--- config.mk ---
export PLATFORM = sky130hd
export DESIGN_NAME = gth_link_sequencer
export DESIGN_NICKNAME = d
export VERILOG_FILES = /design/src/rtl/gth_link_pkg.sv /design/src/rtl/gth_link_sequencer_sync.sv /design/src/rtl/gth_link_sequencer.sv
export SDC_FILE = /design/constraint.sdc
export NUM_CORES = 1
export LEC_CHECK = 0
export CELL_PAD_IN_SITES_DETAIL_PLACEMENT = 0
export CELL_PAD_IN_SITES_GLOBAL_PLACEMENT = 2
export CORE_ASPECT_RATIO = 1.75
export CORE_MARGIN = 2
export CORE_UTILIZATION = 28
export DETAILED_ROUTE_END_ITERATION = 6
export PLACE_DENSITY = 0.9
export SLEW_MARGIN = 20
export SYNTH_ARGS = -nofsm -noshare
export SYNTH_HDL_FRONTEND = slang
export SYNTH_HIERARCHICAL = 1
export SYNTH_SLANG_ARGS = --single-unit
--- constraint.sdc ---
create_clock -name clk -period 2.8 [get_ports clk]
set_input_delay 0.84 -clock clk [delete_from_list [all_inputs] [get_ports clk]]
set_output_delay 0.84 -clock clk [all_outputs]
set_load 0.1 [all_outputs]
--- src/rtl/gth_link_pkg.sv ---
// Shared types and constants for the GTH link sequencer: state encoding and datapath words.
package gth_link_pkg;

    typedef enum logic [2:0] {
        RESET_HOLD   = 3'd0,
        WAIT_PWRGOOD = 3'd1,
        WAIT_PMA     = 3'd2,
        WAIT_DONE    = 3'd3,
        TRAIN        = 3'd4,
        LINK_UP      = 3'd5,
        FAULT        = 3'd6
    } link_state_t;

    localparam logic [9:0] TRAIN_WORD_A = 10'h2AA;
    localparam logic [9:0] TRAIN_WORD_B = 10'h155;
    localparam logic [9:0] IDLE_WORD    = 10'h000;

    // Status vector packing: {tx_done, prgdiv[2:0], pma[2:0], pwrgood[2:0]}
    localparam int STATUS_W = 10;

    function automatic logic all_lanes(input logic [2:0] lanes);
        return &lanes;
    endfunction

endpackage

--- src/rtl/gth_link_sequencer_sync.sv ---
// Parameterised-width two-flop synchronizer for GT status bits; used when GTH_LINK_SEQ_SYNC_EN is defined.
module gth_status_sync #(
    parameter int WIDTH = 1
) (
    input  logic             clk,
    input  logic             reset,
    input  logic [WIDTH-1:0] raw,
    output logic [WIDTH-1:0] synced
);

    logic [WIDTH-1:0] meta;

    always_ff @(posedge clk) begin
        if (reset) begin
            meta   <= '0;
            synced <= '0;
        end else begin
            meta   <= raw;
            synced <= meta;
        end
    end

endmodule

--- src/rtl/gth_link_sequencer.sv ---
// Bring-up and supervision FSM for the 3-lane GTH pixel serializer, with training and retry/fault handling.
// Optional macro GTH_LINK_SEQ_SYNC_EN adds a 2-flop synchronizer on every GT status input.
module gth_link_sequencer
    import gth_link_pkg::*;
#(
    parameter int RESET_HOLD_CYCLES = 64,
    parameter int STAGE_TIMEOUT     = 1048576,
    parameter int TRAIN_CYCLES      = 1024,
    parameter int MAX_RETRIES       = 3
) (
    input  logic       clk,
    input  logic       reset,
    input  logic       restart,
    input  logic [2:0] gtpowergood_in,
    input  logic [2:0] txpmaresetdone_in,
    input  logic [2:0] txprgdivresetdone_in,
    input  logic       gtwiz_reset_tx_done_in,
    input  logic [9:0] r_in,
    input  logic [9:0] g_in,
    input  logic [9:0] b_in,
    output logic       gt_reset_out,
    output logic [9:0] r_out,
    output logic [9:0] g_out,
    output logic [9:0] b_out,
    output logic       link_up,
    output logic       fault,
    output logic [3:0] retry_cnt,
    output logic [2:0] state_out
);

    logic [STATUS_W-1:0] status_raw;
    logic [STATUS_W-1:0] status;

    assign status_raw = {gtwiz_reset_tx_done_in, txprgdivresetdone_in,
                         txpmaresetdone_in, gtpowergood_in};

`ifdef GTH_LINK_SEQ_SYNC_EN
    gth_status_sync #(.WIDTH(STATUS_W)) u_status_sync (
        .clk    (clk),
        .reset  (reset),
        .raw    (status_raw),
        .synced (status)
    );
`else
    assign status = status_raw;
`endif

    logic pg_ok;
    logic pma_ok;
    logic tx_done;

    assign pg_ok   = all_lanes(status[2:0]);
    assign pma_ok  = all_lanes(status[5:3]) && all_lanes(status[8:6]);
    assign tx_done = status[9];

    link_state_t state;
    link_state_t next_state;
    logic [31:0] timer;
    logic [3:0]  next_retry;
    logic        fail;
    logic        alt;
    logic        stage_timeout;

    assign stage_timeout = (timer == 32'(STAGE_TIMEOUT - 1));

    always_comb begin
        next_state = state;
        next_retry = retry_cnt;
        fail       = 1'b0;

        case (state)
            RESET_HOLD: begin
                if (timer == 32'(RESET_HOLD_CYCLES - 1)) next_state = WAIT_PWRGOOD;
            end
            WAIT_PWRGOOD: begin
                if (pg_ok)              next_state = WAIT_PMA;
                else if (stage_timeout) fail = 1'b1;
            end
            WAIT_PMA: begin
                if (!pg_ok)             fail = 1'b1;
                else if (pma_ok)        next_state = WAIT_DONE;
                else if (stage_timeout) fail = 1'b1;
            end
            WAIT_DONE: begin
                if (!pg_ok)             fail = 1'b1;
                else if (tx_done)       next_state = TRAIN;
                else if (stage_timeout) fail = 1'b1;
            end
            TRAIN: begin
                if (!pg_ok) fail = 1'b1;
                else if (timer == 32'(TRAIN_CYCLES - 1)) next_state = LINK_UP;
            end
            LINK_UP: begin
                if (!pg_ok || !tx_done) fail = 1'b1;
            end
            FAULT: begin
                next_state = FAULT;
            end
            default: begin
                next_state = RESET_HOLD;
            end
        endcase

        if (fail) begin
            if (retry_cnt == 4'(MAX_RETRIES)) begin
                next_state = FAULT;
            end else begin
                next_retry = retry_cnt + 4'd1;
                next_state = RESET_HOLD;
            end
        end

        if (next_state == LINK_UP && state != LINK_UP) next_retry = 4'd0;

        // restart overrides every other transition, including a same-cycle failure
        if (restart) begin
            next_state = RESET_HOLD;
            next_retry = 4'd0;
        end
    end

    always_ff @(posedge clk) begin
        if (reset) begin
            state     <= RESET_HOLD;
            timer     <= 32'd0;
            retry_cnt <= 4'd0;
            alt       <= 1'b0;
            r_out     <= IDLE_WORD;
            g_out     <= IDLE_WORD;
            b_out     <= IDLE_WORD;
        end else begin
            state     <= next_state;
            retry_cnt <= next_retry;

            if (restart || next_state != state) timer <= 32'd0;
            else                                timer <= timer + 32'd1;

            if (next_state == TRAIN && state != TRAIN) alt <= 1'b0;
            else if (state == TRAIN)                  alt <= ~alt;

            case (state)
                LINK_UP: begin
                    r_out <= r_in;
                    g_out <= g_in;
                    b_out <= b_in;
                end
                TRAIN: begin
                    r_out <= alt ? TRAIN_WORD_B : TRAIN_WORD_A;
                    g_out <= alt ? TRAIN_WORD_B : TRAIN_WORD_A;
                    b_out <= alt ? TRAIN_WORD_B : TRAIN_WORD_A;
                end
                default: begin
                    r_out <= IDLE_WORD;
                    g_out <= IDLE_WORD;
                    b_out <= IDLE_WORD;
                end
            endcase
        end
    end

    assign gt_reset_out = (state == RESET_HOLD);
    assign link_up      = (state == LINK_UP);
    assign fault        = (state == FAULT);
    assign state_out    = state;

endmodule

After elaboration in Yosys (flattened, before gate mapping)
Cells that the tools add are included.
Widths: inputs -> output; s select.
{ "word_totals": {"word_cells": 66, "register_bits": 70, "input_bits": 43, "output_inout_bits": 40} }
{ "classes": {"n_reduce_logical": 15, "eq_ne": 15, "addsub": 2, "muxes": 25, "bitwise_logic": 2} }
{ "op_table": {"columns": ["op", "n"], "rows": [
  ["$pmux 10 s2", 3],
  ["$mux 3", 11],
  ["$add 32x1->32 const B", 1],
  ["$eq 32x10->1 const B", 1],
  ["$eq 32x20->1 const B", 1],
  ["$eq 32x6->1 const B", 1],
  ["$pmux 3 s7", 1],
  ["$eq 3x3->1 const B", 5],
  ["$mux 10", 1],
  ["$reduce_and 3->1", 3],
  ["$mux 1", 8],
  ["$eq 3x2->1 const B", 2],
  ["$ne 3x3->1 const B", 2],
  ["$pmux 1 s5", 1],
  ["$add 4x1->4 const B", 1],
  ["$eq 4x2->1 const B", 1],
  ["$reduce_or 2->1", 2],
  ["$eq 3x1->1 const B", 1],
  ["$logic_and 1x1->1", 3],
  ["$logic_not 3->1", 1],
  ["$ne 3x3->1", 1],
  ["$reduce_or 3->1", 1],
  ["$logic_not 1->1", 2],
  ["$logic_or 1x1->1", 2],
  ["2 further kinds", 3]
]} }

Logic depth before layout (Yosys ltp)
{ "logic_depth": {"depth_word": 10, "ltp_mapped": 9, "depth_no_buf": 7} }

Worst setup path before layout
Ideal clock, no wire load.
{ "synth_path": {"path_type": "flip-flop to flip-flop", "startpoint": "register state[2], in the netlist state_out[2]", "endpoint": "register timer[23]", "period_less_slack_ps": 4383, "path_stages_with_launch": 9, "arrival_ps": 4260, "slack_ps": -1583, "t_required_ps": 2677, "n_path_buf": 2, "path_cell_list": "dfxtp_1 buf_2 nor3_1 nand4_1 a211oi_1 nor3_1 a31oi_1 buf_2 nor4_1"} }
{ "synth_between": {"elab_cells_between_ends": 22, "classes_between": "7 x eq/ne; 12 x mux; 3 x reduce/logical"} }
{ "synth_rtl": {"columns": ["element", "line", "rtl"], "rows": [
  ["start, declared", "gth_link_sequencer.sv:56", "link_state_t state;"],
  ["start signal, assigned", "gth_link_sequencer.sv:132", "state <= next_state;"],
  ["$logic_not 3->1", null, null],
  ["named net gt_reset_out", "gth_link_sequencer.sv:21", "output logic gt_reset_out,"],
  ["$pmux 3 s7", "gth_link_sequencer.sv:71", "case (state)"],
  ["$mux 3", "gth_link_sequencer.sv:104", "if (fail) begin"],
  ["$mux 3", "gth_link_sequencer.sv:116", "if (restart) begin"],
  ["$ne 3x3->1", "gth_link_sequencer.sv:135", "if (restart || next_state != state) timer <= 32'd0;"],
  ["$logic_or 1x1->1", "gth_link_sequencer.sv:135", null],
  ["$reduce_or 2->1 (no source line)", null, null],
  ["end signal, assigned", "gth_link_sequencer.sv:136", "else timer <= timer + 32'd1;"],
  ["end, declared", "gth_link_sequencer.sv:58", "logic [31:0] timer;"]
]} }
The timed path passes the listed nets, and every way through them passes these cells.
A chain may end at the register's enable or synchronous reset.

Worst setup path in the final report
{ "layout_path": {"startpoint": "input txpmaresetdone_in[0]", "endpoint": "register timer[4]"} }
{ "layout_between": {"elab_chain_len": 10, "elab_cells_between_ends": 13, "classes_between": "1 x eq/ne; 8 x mux; 4 x reduce/logical"} }
{ "layout_rtl": {"columns": ["element", "line", "rtl"], "rows": [
  ["start, declared", "gth_link_sequencer.sv:15", "input logic [2:0] txpmaresetdone_in,"],
  ["$reduce_and 3->1 (*)", "gth_link_pkg.sv:22", "return &lanes;"],
  ["$logic_and 1x1->1 (*)", "gth_link_sequencer.sv:53", "assign pma_ok = all_lanes(status[5:3]) && all_lanes(status[8:6]);"],
  ["$mux 3 / $mux 1 (equally long branches)", "gth_link_sequencer.sv:81", "else if (pma_ok) next_state = WAIT_DONE;"],
  ["$mux 3 / $mux 1 (equally long branches)", "gth_link_sequencer.sv:80", "if (!pg_ok) fail = 1'b1;"],
  ["$pmux 3 s7 / $pmux 1 s5 (equally long branches)", "gth_link_sequencer.sv:71", null],
  ["$mux 3 (*)", "gth_link_sequencer.sv:104", null],
  ["$mux 3 (*)", "gth_link_sequencer.sv:116", null],
  ["$ne 3x3->1 (*)", "gth_link_sequencer.sv:135", null],
  ["$logic_or 1x1->1 (*)", "gth_link_sequencer.sv:135", null],
  ["$reduce_or 2->1 (no source line) (*)", null, null]
]} }
Every way passes the cells marked *; elsewhere a longest branch is shown, timed or not.

==> run summary <==
• **post-synth cell types** 47
• **pin count of the biggest net entering global routing** 33
• **Slew Viols, Final** 0
• **Stages on worst setup path** 9
• **Slowest cell on crit path** sky130_fd_sc_hd__a2111oi_4
• **class of the worst hold path** reg -> reg
• **post-synthesis register bit count** 70
• **CP Launch Type** input port
• **vertical die dimension** 145 µm
• **buffering stage count on the worst path with inverters included** 3
• **Post-Route WL** 9.21 mm
• **overflow left after global routing** 0
• **Critical Path, Cell by Cell** clkdlybuf4s50_1 -> nand2_2 -> o311ai_4 -> a2111oi_4 -> buf_4 -> nand3_4 -> a31oi_4 -> clkbuf_16 -> nor4_1
• **number of vias after detailed routing** 3024
• **leading cell types in the layout, fill and taps excluded** sky130_fd_sc_hd__dfxtp_1 (65), sky130_fd_sc_hd__buf_4 (60), sky130_fd_sc_hd__nand2_1 (46)
• **Final Net Count** 501
• **Mapped Nets** 404
• **highest net fanout along the worst path** 8
• **clock tree root driver cell** sky130_fd_sc_hd__clkbuf_16
• **reg-to-reg slack, setup** 210 ps
• **number of antenna violations at the first check in global routing** 0
• **total of max-cap violations** 0
• **clock tree sinks** 70
• **Worst R2R Start** timer[0]
• **TritonRoute pass-1 iters** 4
• **PD cells** 468 nW/µm²
• **WS Path Type** in -> reg
• **pin slew with the least headroom to its limit** 610 ps
• **post-DR vias/cell** 5.10
• **commonest non-fill, non-tap cell in the layout** sky130_fd_sc_hd__dfxtp_1
• **DRC violation count after routing** 0
• **result of the run** complete, but fails checks
• **worst setup slack before clock tree synthesis** -298 ps
• **required time at the worst-slack endpoint** 3010 ps
• **Critical Path Source** txpmaresetdone_in[0]
• **worst-case clock skew** 6.71 ps
• **Routed wire per std cell** 15.5 µm
• **mean instance size in the synthesized netlist** 8.82 µm²
• **arrival time of the worst setup path** 3020 ps
• **number of buffers on the longest clock path** 2
• **kind of end point of the critical path** flip-flop
• **min Tclk post-route** 2810 ps
• **maximum VDD drop** 0.357 mV
• **number of global-route vias before repair** 2925
• **placeable core region** 11100 µm²
• **Inserted Clock Buffers** 9
• **crit-path leading delay family** compound AO/OA/AOI/OAI gates
• **Max-slew headroom** 0.592
• **sequential share of the synthesized area** 0.442
• **clock insertion delay at the later pin of the skew report** 330 ps
• **post-route fraction of the period consumed by the critical path** 1.00
• **overall die width** 84.4 µm
• **Synth Instances** 359
• **max incr delay on CP** 580 ps
• **IO buf count** 82
• **post-layout util** 0.420
• **# diodes** 0
• **number of violations reported at the end of detailed-routing iteration 0** 134
• **hold violation total from the final report** 0
• **first-pass GRT wire length** 13.8 mm
• **number of I/O pins** 83
• **overall global routing resource usage** 0.141
• **Fmax** 0.356 GHz
• **fraction of layout instances using a drive strength above 1** 0.247
• **TritonCTS clock tree** built
• **Final setup violation count** 5
• **final weighted congestion in routability-driven placement** 0.777
• **synthesis-to-finish area growth** 47.2%
• **warning count from the yosys run** 6
• **Leakage Power** 1.72 nW
• **Final WS setup** -10.1 ps
• **failing checks** setup timing
• **initial standard-cell utilization of the core** 0.285
• **count of cells along the worst register-to-register path** 8
• **Netlist Area Pre-Place** 3170 µm²
• **ANT nets after route** 0
• **Rows** 51
• **clock slew at reported path FFs** 50 ps
• **Clock H-tree levels** 3
• **detailed-placement wirelength estimate** 6.13 mm
• **Reg2Reg Capture Point** timer[5]
• **endpoint of the worst setup timing path** timer[4]
• **Die Outline Area** 12200 µm²
==> timing repair <==
| action | in CTS | in global routing |
|---|---|---|
| buffers inserted | 0 | 5 |
| hold buffers | 0 | 0 |
| endpoints found under the hold margin | 0 | 0 |
| setup endpoints to repair | 0 | 36 |
| resized for setup | 0 | 26 |
==> per-layer routing <==
metal / track usage / wire length, µm / vias to the layer above
li1: - / - / 1509
met1: 0.152 / 3560 / 1388
met2: 0.257 / 4790 / 109
met3: 0.0380 / 605 / 18
met4: 0.0610 / 254 / 0
met5: 0 / 0 / -
==> cells in the mapped netlist (all sizes together) <==
cell type | count | share of area
dfxtp | 70 | 0.44
nand2 | 48 | 0.057
a21oi | 39 | 0.063
nor4 | 38 | 0.084
nand3 | 17 | 0.027
xor2 | 16 | 0.044
xnor2 | 14 | 0.039
buf | 13 | 0.028
clkbuf | 12 | 0.014
nor2 | 10 | 0.012
nor3 | 10 | 0.019
and3 | 8 | 0.016
o21ai | 8 | 0.013
nand4 | 6 | 0.012
or3 | 6 | 0.012
inv | 5 | 0.0059
and4 | 4 | 0.011
a31oi | 3 | 0.011
nand2b | 3 | 0.0059
nor3b | 3 | 0.0071
a211oi | 2 | 0.0087
a21o | 2 | 0.0047
a221oi | 2 | 0.0055
a311oi | 2 | 0.0055
and2 | 2 | 0.0039
ha | 2 | 0.0079
or2 | 2 | 0.0039
a2111oi | 1 | 0.0087
a311o | 1 | 0.0032
a32o | 1 | 0.0032
nor2b | 1 | 0.0020
nor4b | 1 | 0.0028
nor4bb | 1 | 0.0032
o211ai | 1 | 0.0024
o22ai | 1 | 0.0020
o311ai | 1 | 0.0028
o41ai | 1 | 0.0028
or3b | 1 | 0.0028
or4 | 1 | 0.0024
==> state kept, by name, indices dropped and copies added, names as in the netlist <==
signal,cells
timer,32
b_out,10
g_out,10
r_out,10
retry_cnt,4
state_out,3
alt,1
==> metrics by stage <==
stage          hold WS [ps]  TNS [ps]  area [µm²]  total power [mW]  instances
3_3_place_gp            466     -7820        4170              1.11        568
6_report                495     -23.2        4660              2.18        593
4_1_cts                 491         0        4450              2.21        584
3_5_place_dp            484     -9350        4170              1.11        568
2_1_floorplan           444         0        3200              1.03        359
5_1_grt                 507     -1450        4660              2.26        593
==> worst min-delay path by stage <==
| stage | from | cells after the start | slack, ps | endpoint |
|---|---|---|---|---|
| final | timer[0] | 1 | 490 | timer[0] |
| after global routing | timer[0] | 1 | 510 | timer[0] |
| after CTS | timer[0] | 1 | 490 | timer[0] |
| after detailed placement | timer[0] | 1 | 480 | timer[0] |
| after global placement | timer[0] | 1 | 470 | timer[0] |
| after floorplan | timer[0] | 1 | 440 | timer[0] |
==> layout make-up <==
type	instances	area [µm²]
tap	132	165
clock buffer	11	233
multi-input combinational	260	1740
sequential	70	1410
inverter	5	18.8
fill	1091	6440
clock inverter	5	50.0
timing repair buffer	110	1040
==> cells by family after synthesis <==
| family | Yosys count | synth area share |
|---|---|---|
| compound gates | 65 | 0.135 |
| xor+xnor | 30 | 0.0829 |
| fa+ha+maj | 2 | 0.00790 |
| buf+inv | 30 | 0.0482 |
| flops | 70 | 0.442 |
| simple gates | 162 | 0.283 |
==> power breakdown <==
group	total, mW	switching, mW	internal (mW)
sequential	0.998	0.00134	0.997
combinational	0.0988	0.0325	0.0663
clock	1.09	0.405	0.683
Note: power is estimated with default switching activity, not from simulation.
==> RTL change (same flow settings) <==
The option `GTH_LINK_SEQ_SYNC_EN` is turned on by a define.
--- a/src/rtl/gth_link_sequencer.sv
+++ b/src/rtl/gth_link_sequencer.sv
@@ -1,5 +1,7 @@
 // Bring-up and supervision FSM for the 3-lane GTH pixel serializer, with training and retry/fault handling.
 // Optional macro GTH_LINK_SEQ_SYNC_EN adds a 2-flop synchronizer on every GT status input.
+`define GTH_LINK_SEQ_SYNC_EN
+
 module gth_link_sequencer
     import gth_link_pkg::*;
 #(
Check against the original RTL: same outputs for any inputs over 10 cycles, from zero or initial values and one cycle with reset high; that may be too few to reach the edited logic, so the function may still have changed.
==> RTL change against the original RTL <==
- synthesized area grew 20%
- total power grew 19%
- setup slack gained 0.34 ns
- design area grew 7.7%
- via count grew 5.9%
- critical path depth shrank 2
- clock power grew 10%
- fmax grew 14%
- sequential cell count grew 20
- utilization shrank 4.3 points
- sequential share of layout area grew 5.8 points
- routed wire length shrank 1.2%
- register-to-register slack gained 0.12 ns
==> RTL change: results (changes against the original RTL) <==
slowest stage cell, crit path: a2111oi_4 (unchanged)
final-layout fill cell count: 1,383 (was 1,091)
worst skew pair latency: 0.34 ns
Synth area leaders: dfxtp_1, nor4_1, a21oi_1, nand2_1, nor2b_2 (was dfxtp_1, nor4_1, a21oi_1, nand2_1, xor2_1)
Worst VDD drop: 0.320 mV (was 0.357 mV)
IO buf count: 82 (unchanged)
RR Endpoint: timer[2] (was timer[5])
CP max FO: 32 (was 8)
drt wl/cell: 13.9 um (was 15.5 um)
initial antenna violation count: 0 (unchanged)
DR iter-0 viols: 138 (was 134)
Post-CTS Resized: 0 (unchanged)
Switching Fraction: 0.210 (was 0.201)
Netlist cell types: 49 (was 47)
Reg with most FFs: timer (unchanged)
Setup Fix Bufs, Post-CTS: 0 (unchanged)
Yosys top cell area share: 0.476 (was 0.442)
Hold Crit Class: flip-flop to flip-flop (unchanged)
Leak Pwr: 1.76 nW (was 1.72 nW)
vias post-DR: 3,202 (was 3,024)
total of warnings raised by yosys: 6 (unchanged)
cts bufs inserted: 9 (unchanged)
Final Wtd Congestion: 0.764 (was 0.777)
Clock Root Buffer: clkbuf_16 (unchanged)
reg2reg setup slack: 0.33 ns (was 0.21 ns)
HPWL Detailed: 6.54 mm (was 6.13 mm)
Hold EP: u_status_sync/synced[6] (was timer[0])
Final Slew Violations: 0 (unchanged)
CP peak stage delay: 0.60 ns (was 0.58 ns)
global-route wire length before repair: 15.1 mm (was 13.8 mm)
Clock Pin Slew Worst Setup and Hold Paths: 0.07 ns (was 0.05 ns)
commonest cells in the netlist: dfxtp_1, nand2_1, a21oi_1, nor4_1, nand3_1 (unchanged)
largest net degree at the start of global routing: 33 (unchanged)
Crit path arrival time: 2.68 ns (was 3.02 ns)
gr usage total: 0.130 (was 0.141)
register area share after synthesis: 0.476 (was 0.442)
final setup fails: 0 (was 5)
HP Start: u_status_sync/meta[6] (was timer[0])
reg2reg start: timer[29] (was timer[0])
maximum clock path buffer count: 2 (unchanged)
status: finished, final reports clean (was complete, but fails checks)
layout cells sized above 1: 0.212 (was 0.247)
htree depth: 3 (unchanged)
max FFs per register: 32 (unchanged)
drt pass-1 iters: 4 (unchanged)
Slew HR: 0.613 (was 0.592)
clk_skew: 0.00654 ns (was 0.00671 ns)
FFs w/ async S/R, synth: 0 (unchanged)
dpl cell area: 0.00472 mm^2 (was 0.00417 mm^2)
hold depth: 1 (unchanged)
syn nets: 446 (was 404)
R2R cell count: 7 (was 8)
# diodes: 0 (unchanged)
final net count: 521 (was 501)
RTL change: logic make-up after synthesis:
kind of cell / count (synthesis) / synth area share
AO/OA/AOI/OAI: 65 / 0.113
buffers and inverters: 32 / 0.0463
adder cells (fa/ha/maj): 2 / 0.00661
XOR/XNOR: 30 / 0.0694
AND/OR/NAND/NOR: 182 / 0.289
flip-flops: 90 / 0.476
RTL change: per-layer routing:
metal  track usage  routed length, um  share of wire
met3        0.0300                379          0.042
met5             0                  0              0
met4        0.0732                347          0.038
met1         0.135               3390           0.37
met2         0.237               4980           0.55
RTL change: area by class of cell:
class                           instances  area share
Clock buffer                           12      0.0533
Clock inverter                          4     0.00672
Inverter                                5     0.00374
Multi-Input combinational cell        279       0.366
Sequential cell                        90       0.360
Tap cell                              174      0.0433
Timing Repair Buffer                   91       0.167
RTL change: worst max-delay path by stage:
stage | startpoint | to | slack [ns] | depth (start not counted)
6_report | timer[29] | timer[2] | 0.33 | 7
3_3_place_gp | restart | timer[1] | 0.19 | 6
4_1_cts | timer[29] | timer[15] | 0.27 | 7
2_1_floorplan | state_out[2] | timer[23] | 0.04 | 8
5_1_grt | timer[29] | timer[15] | 0.04 | 7
3_5_place_dp | restart | timer[2] | 0.11 | 6
RTL change: stage by stage:
step | hold WS, ns | util | setup WS, ns | cells
6_report | 0.437 | 0.377 | 0.330 | 655
5_1_grt | 0.458 | 0.377 | 0.0447 | 655
4_1_cts | 0.441 | 0.377 | 0.267 | 655
3_5_place_dp | 0.419 | 0.355 | 0.106 | 639
3_3_place_gp | 0.421 | 0.355 | 0.192 | 639
2_1_floorplan | 0.415 | - | 0.0440 | 401
RTL change: power groups by stage:
stage | clock (W) | sequential [W] | combinational (W)
2_1_floorplan | 0 | 0.00133 | 0.0000355
3_5_place_dp | 0 | 0.00133 | 0.000102
3_3_place_gp | 0 | 0.00133 | 0.000101
4_1_cts | 0.00123 | 0.00130 | 0.000103
5_1_grt | 0.00127 | 0.00130 | 0.000109
6_report | 0.00120 | 0.00130 | 0.000102
RTL change: critical path, delay by kind of cell, from the launching register on:
kind            cells  cell delay [ns]
simple gates        4             0.91
compound gates      2             0.85
flops               1             0.34
buf+inv             1             0.22
